**src/rtl/hyperram_arbiter.sv**
```systemverilog
// Two-requester round-robin Avalon-MM arbiter for the HyperRAM port.
// Write bursts hold the grant until their last beat; a small owner FIFO routes read beats back to the right requester.
module hyperram_arbiter #(
  parameter int ADDR_W    = 32,
  parameter int DATA_W    = 16,
  parameter int BURST_W   = 8,
  parameter int MAX_OUTST = 4
) (
  input  logic                  clk_i,
  input  logic                  rst_ni,

  output logic                  s0_avm_waitrequest_o,
  input  logic                  s0_avm_write_i,
  input  logic                  s0_avm_read_i,
  input  logic [ADDR_W-1:0]     s0_avm_address_i,
  input  logic [DATA_W-1:0]     s0_avm_writedata_i,
  input  logic [DATA_W/8-1:0]   s0_avm_byteenable_i,
  input  logic [BURST_W-1:0]    s0_avm_burstcount_i,
  output logic [DATA_W-1:0]     s0_avm_readdata_o,
  output logic                  s0_avm_readdatavalid_o,

  output logic                  s1_avm_waitrequest_o,
  input  logic                  s1_avm_write_i,
  input  logic                  s1_avm_read_i,
  input  logic [ADDR_W-1:0]     s1_avm_address_i,
  input  logic [DATA_W-1:0]     s1_avm_writedata_i,
  input  logic [DATA_W/8-1:0]   s1_avm_byteenable_i,
  input  logic [BURST_W-1:0]    s1_avm_burstcount_i,
  output logic [DATA_W-1:0]     s1_avm_readdata_o,
  output logic                  s1_avm_readdatavalid_o,

  input  logic                  m_avm_waitrequest_i,
  output logic                  m_avm_write_o,
  output logic                  m_avm_read_o,
  output logic [ADDR_W-1:0]     m_avm_address_o,
  output logic [DATA_W-1:0]     m_avm_writedata_o,
  output logic [DATA_W/8-1:0]   m_avm_byteenable_o,
  output logic [BURST_W-1:0]    m_avm_burstcount_o,
  input  logic [DATA_W-1:0]     m_avm_readdata_i,
  input  logic                  m_avm_readdatavalid_i,

  output logic                  err_o
);

  localparam int PTR_W = (MAX_OUTST > 1) ? $clog2(MAX_OUTST) : 1;
  localparam int CNT_W = PTR_W + 1;

  localparam logic [1:0] ST_IDLE   = 2'd0;
  localparam logic [1:0] ST_GRANT0 = 2'd1;
  localparam logic [1:0] ST_GRANT1 = 2'd2;

  logic [1:0]         state_q, state_d;
  logic               last_grant_q, last_grant_d;
  logic               wr_active_q, wr_active_d;
  logic [BURST_W-1:0] wr_left_q, wr_left_d;
  logic               err_q, err_d;

  logic               own_q   [MAX_OUTST];
  logic [BURST_W-1:0] beats_q [MAX_OUTST];
  logic [PTR_W-1:0]   rd_ptr_q, wr_ptr_q;
  logic [CNT_W-1:0]   occ_q, occ_d, occ_after_pop;

  logic               sel, granted;
  logic               req0, req1;
  logic               req_rd, req_wr;
  logic [BURST_W-1:0] req_bc, bc_eff;
  logic               fifo_empty, beat, pop, push, full;
  logic               rd_cmd, rd_acc, wr_acc, wait_x;

  assign req0    = s0_avm_read_i | s0_avm_write_i;
  assign req1    = s1_avm_read_i | s1_avm_write_i;
  assign sel     = (state_q == ST_GRANT1);
  assign granted = (state_q == ST_GRANT0) | (state_q == ST_GRANT1);

  assign req_rd = sel ? s1_avm_read_i       : s0_avm_read_i;
  assign req_wr = sel ? s1_avm_write_i      : s0_avm_write_i;
  assign req_bc = sel ? s1_avm_burstcount_i : s0_avm_burstcount_i;
  assign bc_eff = (req_bc == '0) ? BURST_W'(1) : req_bc;

  assign m_avm_address_o    = sel ? s1_avm_address_i    : s0_avm_address_i;
  assign m_avm_writedata_o  = sel ? s1_avm_writedata_i  : s0_avm_writedata_i;
  assign m_avm_byteenable_o = sel ? s1_avm_byteenable_i : s0_avm_byteenable_i;
  assign m_avm_burstcount_o = bc_eff;

  // Read-return side: a beat with no outstanding owner is dropped and flagged.
  assign fifo_empty    = (occ_q == '0);
  assign beat          = m_avm_readdatavalid_i & ~fifo_empty;
  assign pop           = beat & (beats_q[rd_ptr_q] == BURST_W'(1));
  assign occ_after_pop = occ_q - CNT_W'(pop);
  assign full          = (occ_after_pop == CNT_W'(MAX_OUTST));

  // A granted read blocked by a full FIFO stalls its requester without reaching the m side.
  assign rd_cmd        = granted & req_rd & ~req_wr & ~wr_active_q;
  assign m_avm_read_o  = rd_cmd & ~full;
  assign m_avm_write_o = granted & req_wr;
  assign wait_x        = (rd_cmd & full) | m_avm_waitrequest_i;
  assign rd_acc        = m_avm_read_o & ~m_avm_waitrequest_i;
  assign wr_acc        = m_avm_write_o & ~m_avm_waitrequest_i;
  assign push          = rd_acc;

  assign s0_avm_waitrequest_o   = (state_q != ST_GRANT0) | wait_x;
  assign s1_avm_waitrequest_o   = (state_q != ST_GRANT1) | wait_x;
  assign s0_avm_readdata_o      = m_avm_readdata_i;
  assign s1_avm_readdata_o      = m_avm_readdata_i;
  assign s0_avm_readdatavalid_o = beat & ~own_q[rd_ptr_q];
  assign s1_avm_readdatavalid_o = beat &  own_q[rd_ptr_q];
  assign err_o                  = err_q;

  assign occ_d = occ_q + CNT_W'(push) - CNT_W'(pop);

  always_comb begin
    state_d      = state_q;
    last_grant_d = last_grant_q;
    wr_active_d  = wr_active_q;
    wr_left_d    = wr_left_q;
    err_d        = err_q | (m_avm_readdatavalid_i & fifo_empty);
    case (state_q)
      ST_IDLE: begin
        if (req0 && (!req1 || last_grant_q)) begin
          state_d      = ST_GRANT0;
          last_grant_d = 1'b0;
        end else if (req1) begin
          state_d      = ST_GRANT1;
          last_grant_d = 1'b1;
        end
      end
      ST_GRANT0, ST_GRANT1: begin
        if (rd_acc) begin
          state_d = ST_IDLE;
        end else if (wr_acc) begin
          if (!wr_active_q) begin
            if (bc_eff == BURST_W'(1)) begin
              state_d = ST_IDLE;
            end else begin
              wr_active_d = 1'b1;
              wr_left_d   = bc_eff - BURST_W'(1);
            end
          end else if (wr_left_q == BURST_W'(1)) begin
            state_d     = ST_IDLE;
            wr_active_d = 1'b0;
            wr_left_d   = '0;
          end else begin
            wr_left_d = wr_left_q - BURST_W'(1);
          end
        end else if (!req_rd && !req_wr && !wr_active_q) begin
          state_d = ST_IDLE;
        end
      end
      default: state_d = ST_IDLE;
    endcase
  end

  always_ff @(posedge clk_i) begin
    if (!rst_ni) begin
      state_q      <= ST_IDLE;
      last_grant_q <= 1'b1;
      wr_active_q  <= 1'b0;
      wr_left_q    <= '0;
      err_q        <= 1'b0;
      rd_ptr_q     <= '0;
      wr_ptr_q     <= '0;
      occ_q        <= '0;
    end else begin
      state_q      <= state_d;
      last_grant_q <= last_grant_d;
      wr_active_q  <= wr_active_d;
      wr_left_q    <= wr_left_d;
      err_q        <= err_d;
      occ_q        <= occ_d;
      if (push) wr_ptr_q <= wr_ptr_q + PTR_W'(1);
      if (pop)  rd_ptr_q <= rd_ptr_q + PTR_W'(1);
    end
  end

  // Storage needs no reset; occupancy alone defines which slots are live.
  always_ff @(posedge clk_i) begin
    if (push) begin
      own_q[wr_ptr_q]   <= sel;
      beats_q[wr_ptr_q] <= bc_eff;
    end
    if (beat && !pop) beats_q[rd_ptr_q] <= beats_q[rd_ptr_q] - BURST_W'(1);
  end

endmodule

```
**config.mk**
```make
export PLATFORM = sky130hd
export DESIGN_NAME = hyperram_arbiter
export DESIGN_NICKNAME = d
export VERILOG_FILES = /design/src/rtl/hyperram_arbiter.sv
export SDC_FILE = /design/constraint.sdc
export NUM_CORES = 1
export LEC_CHECK = 0
export ABC_AREA = 1
export ABC_CLOCK_PERIOD_IN_PS = 3300
export BUFFER_PORTS_ARGS = -buffer_cell sky130_fd_sc_hd__buf_4
export CORE_MARGIN = 4
export CORE_UTILIZATION = 28
export DETAILED_ROUTE_END_ITERATION = 6
export GPL_ROUTABILITY_DRIVEN = 0
export PLACE_DENSITY = 0.53
export SETUP_SLACK_MARGIN = 0.3
export SYNTH_ARGS = -nofsm -noshare
export SYNTH_HDL_FRONTEND = slang
export SYNTH_SLANG_ARGS = --single-unit
```
**constraint.sdc**
```tcl
create_clock -name clk_i -period 3.3 [get_ports clk_i]
set_clock_uncertainty 0.1 [all_clocks]
set_input_delay 0.66 -clock clk_i [delete_from_list [all_inputs] [get_ports clk_i]]
set_output_delay 0.66 -clock clk_i [all_outputs]
set_load 0.02 [all_outputs]
```
**Word level (Yosys, flattened, before mapping)**

Memories as Yosys holds them, arrays and structs flattened. A register that Yosys moved wholly into a read port is not among the register bits.
Cells that the tools add are included.

- Divide/modulo/power cells: 0
- Shift operators: 0
- Muxes and demuxes: 32
- $mul: 0
- Equal/unequal tests: 13
- $lt $le $gt $ge: 0
- Bitwise gates (word level): 27
- Reduce and logical (&&, ||, !) cells: 19
- Add/sub/neg operators: 8

Operators by type and width:

| cell | count |
|---|---|
| 2-to-1 mux 8 bit | 5 |
| 2-to-1 mux 32 bit | 1 |
| 2-to-1 mux 2 bit | 13 |
| equality test 8 x 1 -> 1 bit, second input constant | 3 |
| subtractor 8 x 1 -> 8 bit, second input constant | 3 |
| 2-to-1 mux 16 bit | 1 |
| AND 1 bit | 13 |
| 2-to-1 mux 1 bit | 11 |
| != test 5 bit, second input constant | 2 |
| logical NOT 8 bit | 1 |
| AND reduction 4 bit | 2 |
| NOT 1 bit | 7 |
| OR 1 bit | 7 |
| subtractor 3 x 1 -> 3 bit | 2 |
| logical NOT 1 bit | 5 |
| adder 2 x 1 -> 2 bit, second input constant | 2 |
| logical AND 1 bit | 4 |
| != test 2 bit, second input constant | 2 |
| != test 4 bit, second input constant | 1 |
| case mux 2 bit (2 select lines) | 1 |
| adder 3 x 1 -> 3 bit | 1 |
| equality test 3 bit, second input constant | 1 |
| logical NOT 3 bit | 1 |
| != test 3 bit, second input constant | 1 |
| other kinds (9) | 9 |

- Input port bits: 140
- Output and inout port bits: 97
- Latch bits: 0
- Memory bits (read-only): 0
- Memories kept: 2
- Bits in writable memories: 36
- Flip-flop bits (word level): 20
- Logic and storage cells: 109

Memories:

| name | depth | bits a word | read ports | clocked after memory_dff | write ports | RTL line | RTL |
|---|---|---|---|---|---|---|---|
| beats_q | 4 | 8 | 1 | 1 | 2 | 59 | `logic [BURST_W-1:0] beats_q [MAX_OUTST];` |
| own_q | 4 | 1 | 1 | 1 | 1 | 58 | `logic own_q [MAX_OUTST];` |

**Depth between registers and ports, before layout**

Gate-level depths: netlist of the first run.

- Depth in word-level cells: 11
- Depth in mapped cells: 27
- Depth with buffers taken out: 24

**Least setup slack after synthesis of the first run**

OpenSTA, ideal clock, no wires.

- Kind: flip-flop to flip-flop
- Start point: reg (tool-made name)
- End point: reg occ_q[2]
- Path buffers: 3
- Arrival: 3.349 ns
- Library setup time: 0.123 ns
- Data required time: 3.077 ns
- Stages on the path, launching flop included: 27
- Path slack: -0.272 ns
- Period minus slack after synthesis: 3.572 ns
- Path through: dfxtp_1 buf_6 inv_8 buf_12 nor2_1 nor2_1 o21ai_0 nand2_1 ha_1 nand2_1 nor2_4 nand3_1 inv_1 ha_1 nor2_1 nor2_1 nand3_1 nand3b_1 buf_2 ha_1 inv_1 ha_1 inv_1 fa_1 xor2_1 o21ai_0 a21oi_1

RTL lines:

| item | RTL line | RTL |
|---|---|---|
| to (signal assigned) | 162 | `occ_q <= '0;` |
| to (signal assigned) | 169 | `occ_q <= occ_d;` |
| to (decl) | 61 | `logic [CNT_W-1:0] occ_q, occ_d, occ_after_pop;` |

==> results.yml, run 1 <==
status:
  outcome: "completed"
synthesis:
  synth-xor-area-share_pct: 1.44
  syn_inst: 722
  seq_area_frac_synth_pct: 31.2
  synthAdderAreaFrac_pct: 5.54
  synth_top_area_share_pct: 23.7
  synthSimpleGateAreaFrac_pct: 37.0
  syn_area_per_cell_um2: 6.76
  ys_ff_latch: 58
  synth_top_family_by_area: "simple AND/OR/NAND/NOR gates"
  synth_area_leaders: "nand2_1, edfxtp_1, dfxtp_1, inv_1, ha_1"
  synth.distinct_cells: 37
  synth_compound_area_share_pct: 9.98
  ys.warnings.count: 0
  syn_nets: 883
  synthMuxAreaShare_pct: 0
  synth_area_um2: 4880
  synth_area_leader_cell: "nand2_1"
sta:
  setup_violations: 0
  tightestPinTransition_ns: 0.726
  hold_viol: 0
  maxSlewViolCount: 0
  fmax_mhz: 312
  finalCritPeriodShare_pct: 97.0
  fin_crit_ns: 3.20
  rsz0062_at_grt: "true"
  slew_headroom_pct: 51.1
cells_and_area:
  fin_area_um2: 7150
  drive_above_1_share_pct: 39.2
  finalNetCount: 1079
  area_growth_pct: 46.6
  final_common_cell: "nand2_1"
  regArea_um2: 1530
  final_cell_mix: "nand2_1, buf_4, inv_1"
  diodes: 0
  filler_cell_count: 1761
  multi_input_area_um2: 2880
clocking:
  path_clk_slew_ns: 0.05
  cts_tree: "yes"
  clockBufferDepth: 2
  cts_inserted_buffers: 9
  clk-insertion-delay-late_ns: 0.33
  htreeDepth: 3
  clockRootBuffer: "clkbuf_16"
  clock-sinks: 58
worst_hold_path:
  holdCritStartpoint: "err_o"
  hp-class: "flip-flop to flip-flop"
  min_to: "err_o"
  holdPathStages: 2
placement:
  placed_cell_area_um2: 6420
  dp_hpwl_um: 12700
  port_buffers: 188
route:
  antenna_left: 0
  drtIter0Drc: 272
  drtPass1Iterations: 4
  drc: 0
  wl_per_cell_um: 14.4
  vias: 5015
  detail_route.vias_per_cell: 4.39
  wl_um: 16500
floorplanning:
  start_util_pct: 29.0
  dieArea_um2: 19600
  dieHeight_um: 140
  rows: 47
  die_w_um: 140
  pin_count: 237
  coreArea_um2: 16800
setup_path:
  setup.worst_path.end_class: "output port"
  cp.arrival_ns: 2.44
  r2r_end: "occ_q[2]"
  crit_fanout: 6
  r2r.worst_path.cells: 22
  r2r_setup_slack_ns: 0.16
  path_class: "flip-flop to output port"
  cp.required_ns: 2.54
  start_kind: "flip-flop"
global_route:
  grt-ovfl-total: 0
  grt_start_max_net_pins: 29
  grt_util_all_layers_pct: 16.8
  grt_pass1_wl_um: 26400
  antenna_found_initial: 0
  grt_pass1_vias: 5217
power_and_ir_drop:
  p_leak_nw: 3.59
  p_total_mw: 4.01
  combPwrFrac_pct: 55.5
  seqPwrFrac_pct: 23.1
  power.share.clock_pct: 21.4
  power.internal_mw: 2.32
  p_per_area_nw_per_um2: 561
  peakVddDrop_uv: 310
  p_switching_mw: 1.70
  p_sw_share_pct: 42.3
flow_run:
  drv_cap: 0
[cell type report]
cell class / instances / area share, %
Tap cell: 220 / 3.85
Sequential cell: 58 / 21.3
Clock buffer: 12 / 3.59
Clock inverter: 4 / 0.245
Timing Repair Buffer: 239 / 26.3
Inverter: 78 / 4.34
Timing Repair inverter: 1 / 0.122
Multi-Input combinational cell: 531 / 40.2
[power groups by stage]
stage / registers [mW] / logic, mW / clock network, mW
6_report: 0.927 / 2.23 / 0.859
3_3_place_gp: 0.939 / 2.15 / 0
3_5_place_dp: 0.937 / 2.14 / 0
5_1_grt: 0.936 / 2.48 / 0.913
2_1_floorplan: 0.939 / 1.39 / 0
4_1_cts: 0.926 / 2.23 / 0.880
[registers in the layout, indices dropped and copies added (netlist names), named ones only]
signal / flops
wr_active_q: 1
own_q: 4
rd_ptr_q: 2
occ_q: 3
err_o: 1
wr_left_q: 8
state_q: 2
beats_q: 32
wr_ptr_q: 2
last_grant_q: 1
[stage by stage]
stage          util [%]  setup WS [ns]  hold slack (ns)  TNS, ns  instances
3_3_place_gp       38.2         0.0968            0.345        0       1102
2_1_floorplan         -        -0.0597            0.357  -0.0597        722
6_report           42.5         0.0984            0.355        0       1143
3_5_place_dp       38.2         0.0494            0.353        0       1102
5_1_grt            42.5        -0.0194            0.377  -0.0216       1143
4_1_cts            41.5          0.104            0.360        0       1137
[how the worst max path moves through the flow]
stage               slack (ns)                    to       from  depth (start not counted)
floorplan                -0.06              occ_q[2]  flip-flop                         27
global placement           0.1              occ_q[2]  flip-flop                         23
detailed placement        0.05              occ_q[2]  flip-flop                         23
CTS                       0.10  s0_avm_waitrequest_o  flip-flop                         18
global route             -0.02  s0_avm_waitrequest_o  flip-flop                         18
finish                     0.1  s0_avm_waitrequest_o  flip-flop                         18
[critical path, cell delays in order, from the launching register on]
cell     delay (ns)
dfxtp_4        0.39
buf_12         0.14
buf_16         0.14
nand2_4        0.05
nand3_2        0.07
nand2_2        0.11
nand2_4        0.06
nor2_4         0.15
nand3_4        0.09
inv_4          0.07
ha_4           0.13
nand2_2        0.04
inv_2          0.04
nor2_1         0.03
nand3_1        0.11
inv_2          0.08
a21oi_4        0.15
nand2_1        0.09
buf_6          0.14
[per-layer routing]
| metal | wire length [um] | up-vias | GRT usage [%] |
|---|---|---|---|
| met5 | 0 | - | 0 |
| met4 | 280 | 0 | 4.95 |
| met3 | 1250 | 18 | 4.77 |
| met2 | 8430 | 169 | 30.1 |
| met1 | 6550 | 2205 | 19.4 |
| li1 | - | 2623 | - |
[synth_stat cells]
| cell type | n |
|---|---|
| a32oi_1 | 1 |
| nand4_1 | 4 |
| o21ai_0 | 21 |
| a22oi_1 | 1 |
| nand2_2 | 17 |
| nor2_4 | 7 |
| o21ai_1 | 13 |
| ha_1 | 20 |
| o31ai_1 | 2 |
| nand2_1 | 308 |
| xnor2_1 | 5 |
| nand3_2 | 5 |
| buf_6 | 7 |
| nand3b_1 | 1 |
| buf_4 | 32 |
| inv_8 | 1 |
| o22ai_1 | 1 |
| nor3_1 | 2 |
| dfxtp_1 | 22 |
| o21ai_4 | 1 |
| inv_1 | 71 |
| o21ai_2 | 18 |
| xor2_1 | 3 |
| a21oi_1 | 18 |
| fa_1 | 1 |
| nand2_4 | 4 |
| buf_12 | 2 |
| buf_1 | 1 |
| inv_2 | 6 |
| o211ai_1 | 2 |
| nor2_1 | 46 |
| buf_2 | 2 |
| edfxtp_1 | 36 |
| clkbuf_1 | 10 |
| nand3_1 | 28 |
| nor2_2 | 2 |
| buf_8 | 1 |
[kinds of logic (layout without fill, tap and decap cells)]
logic type,Yosys count,in the layout
xor+xnor,8,8
simple gates,424,424
flops,58,58
fa+ha+maj,21,21
compound gates,78,78
buf+inv,133,334
[timing repair]
| item | 4_1_cts | 5_1_grt |
|---|---|---|
| resized for setup | 25 | 33 |
| setup buffers | 16 | 6 |
| pin swaps | 20 | 28 |
| setup endpoints to repair | 17 | 14 |
| hold endpoints to repair | 0 | 0 |
| gates cloned | 3 | 0 |
| hold buffers | 0 | 0 |
No activity file was read; power rests on OpenSTA's default activity.
==> inputs of run 2 (changes only) <==
--- a/config.mk
+++ b/config.mk
@@ -8,11 +8,13 @@
 export ABC_AREA = 1
 export ABC_CLOCK_PERIOD_IN_PS = 3300
 export BUFFER_PORTS_ARGS = -buffer_cell sky130_fd_sc_hd__buf_4
+export CORE_ASPECT_RATIO = 0.5
 export CORE_MARGIN = 4
 export CORE_UTILIZATION = 28
 export DETAILED_ROUTE_END_ITERATION = 6
 export GPL_ROUTABILITY_DRIVEN = 0
 export PLACE_DENSITY = 0.53
+export REMOVE_ABC_BUFFERS = 1
 export SETUP_SLACK_MARGIN = 0.3
 export SYNTH_ARGS = -nofsm -noshare
 export SYNTH_HDL_FRONTEND = slang
==> results.yml, run 2 (same netlist as run 1, synthesis figures left out) <==
power_and_ir_drop:
  seqPwrFrac_pct: 22.3
  peakVddDrop_uv: 258
  p_leak_nw: 3.52
  p_sw_share_pct: 40.7
  power.internal_mw: 2.49
  power.share.clock_pct: 26.1
  p_per_area_nw_per_um2: 596
  p_switching_mw: 1.71
  combPwrFrac_pct: 51.6
route:
  wl_um: 16500
  dr_wl_met3_um: 1590
  top_layer: "met5"
  detail_route.vias_per_cell: 4.46
  met1_length_um: 7200
  wl_met2_um: 7400
  drtPass1Iterations: 4
  drtIter0Drc: 242
  antenna_left: 0
  wl_per_cell_um: 14.5
  vias: 5094
  drc: 0
setup_path:
  crit_buf_inv: 6
  critPathSlowestCell: "dfxtp_2"
  path_class: "flip-flop to output port"
  path_delay_family: "simple AND/OR/NAND/NOR gates"
  max_stage_delay_ns: 0.34
  cp_cell_sequence: "buf_12 -> inv_8 -> nor2_2 -> nor2_1 -> o21ai_1 -> nand2_1 -> ha_2 -> nand2_2 -> nor2_4 -> nand3_2 -> inv_2 -> ha_4 -> nor2_1 -> nor2_2 -> nand3_2 -> buf_6 -> inv_4 -> a21oi_2 -> nand2_1 -> buf_6"
  setup.worst_path.end_class: "output port"
  start_kind: "flip-flop"
  cp.arrival_ns: 2.43
  cp.required_ns: 2.54
  crit_fanout: 7
clocking:
  htreeDepth: 3
  cts_inserted_buffers: 9
  clock-sinks: 58
  clk-insertion-delay-late_ns: 0.33
  clockBufferDepth: 2
  clockRootBuffer: "clkbuf_16"
  cts_tree: "yes"
  cts-hold-fix-buffers: 0
  path_clk_slew_ns: 0.06
global_route:
  grt_util_all_layers_pct: 16.4
  grt_start_max_net_pins: 28
  antenna_found_initial: 0
  grt_pass1_wl_um: 25600
  grt-ovfl-total: 0
  grt_pass1_vias: 4895
status:
  outcome: "completed"
cells_and_area:
  regMostFlops: "beats_q"
  regArea_um2: 1520
  final_core_util_pct: 42.2
  multi_input_area_um2: 2750
  area_growth_pct: 44.6
  filler_cell_count: 1727
  fin_cells: 1141
  finalNetCount: 1070
  diodes: 0
  largest_reg_flops: 32
  reg_top3: "beats_q: 32 flops, wr_left_q: 8 flops, own_q: 4 flops"
  final_common_cell: "nand2_1"
  drive_above_1_share_pct: 36.8
  final_cell_mix: "nand2_1, buf_4, inv_1"
sta:
  fin_crit_ns: 3.19
  hold_viol: 0
  tightestPinTransition_ns: 0.580
  slew_headroom_pct: 60.9
  finalCritPeriodShare_pct: 96.6
  rsz0062_at_grt: "true"
  setup_violations: 0
  maxSlewViolCount: 0
  fmax_mhz: 314
  fin_hold_ws_ns: 0.354
floorplanning:
  coreArea_um2: 16700
  dieHeight_um: 101
  pin_count: 237
  die_w_um: 195
  dieArea_um2: 19700
  start_util_pct: 29.2
  rows: 33
placement:
  port_buffers: 188
  dp_hpwl_um: 13200
  dp.cells: 1113
flow_run:
  drv_cap: 0
worst_hold_path:
  hp-class: "flip-flop to flip-flop"
-- run 2: cell count changes in the layout (fill, tap and decap cells not counted), moves of 4 or more --
cell / change
nor2_1: -4
o21ai_2: +4
nand2_2: -8
nand2_4: -7
buf_6: +10
o21ai_0: -5
nand2_1: +15
buf_4: -17
nand3_1: +7
nand3_2: -6
-- run 2: worst min-delay path: stages, from the launching register on --
cell and delay [ns]:
dfxtp_1 0.31, inv_1 0.05, a21oi_1 0.05
-- run 2: worst paths after layout --
path / from / endpoint / slack, ns / depth (start not counted)
setup / recovery: flip-flop / s0_avm_waitrequest_o / 0.11 / 20
hold / removal: err_o / err_o / 0.35 / 2
setup reg to reg: flip-flop / occ_q[2] / 0.12 / 24
hold reg to reg: err_o / err_o / 0.35 / 2
-- run 2: through the flow --
stage                     cell area (um^2)  worst slack [ns]  power [mW]  setup TNS (ns)
final                                 7050             0.111        4.20               0
after CTS                             6840            0.0875        4.17               0
after floorplan                       4450             -1.23        2.22          -57.35
after detailed placement              6400           -0.0420        3.04         -0.0420
after global placement                6400            0.0284        3.02               0
after global routing                  7050            -0.111        4.51          -0.240
-- run 2: routing by layer --
layer / up-vias / track usage (%)
met5: - / 3.24
met3: 23 / 6.81
met4: 2 / 4.75
li1: 2608 / -
met1: 2286 / 20.4
met2: 175 / 25.9
-- run 2: repair_timing --
action,in CTS,in global routing
pin swaps,8,8
cloned,0,1
gates resized for setup,19,43
endpoints found under the setup margin,15,55
buffers inserted,5,6
-- run 2: power by group through the flow --
stage          clock [mW]  sequential, mW  combinational [mW]
6_report             1.10           0.938                2.17
5_1_grt              1.15           0.951                2.42
4_1_cts              1.12           0.938                2.12
3_5_place_dp            0           0.953                2.08
3_3_place_gp            0           0.952                2.07
2_1_floorplan           0           0.938                1.28
-- run 2: layout make-up --
cell class | instances | area share, %
tap | 227 | 4.03
clock inverter | 7 | 1.77
sequential | 58 | 21.6
inverter | 78 | 4.47
multi-input combinational | 531 | 39.0
clock buffer | 9 | 3.19
timing repair buffer | 231 | 25.9
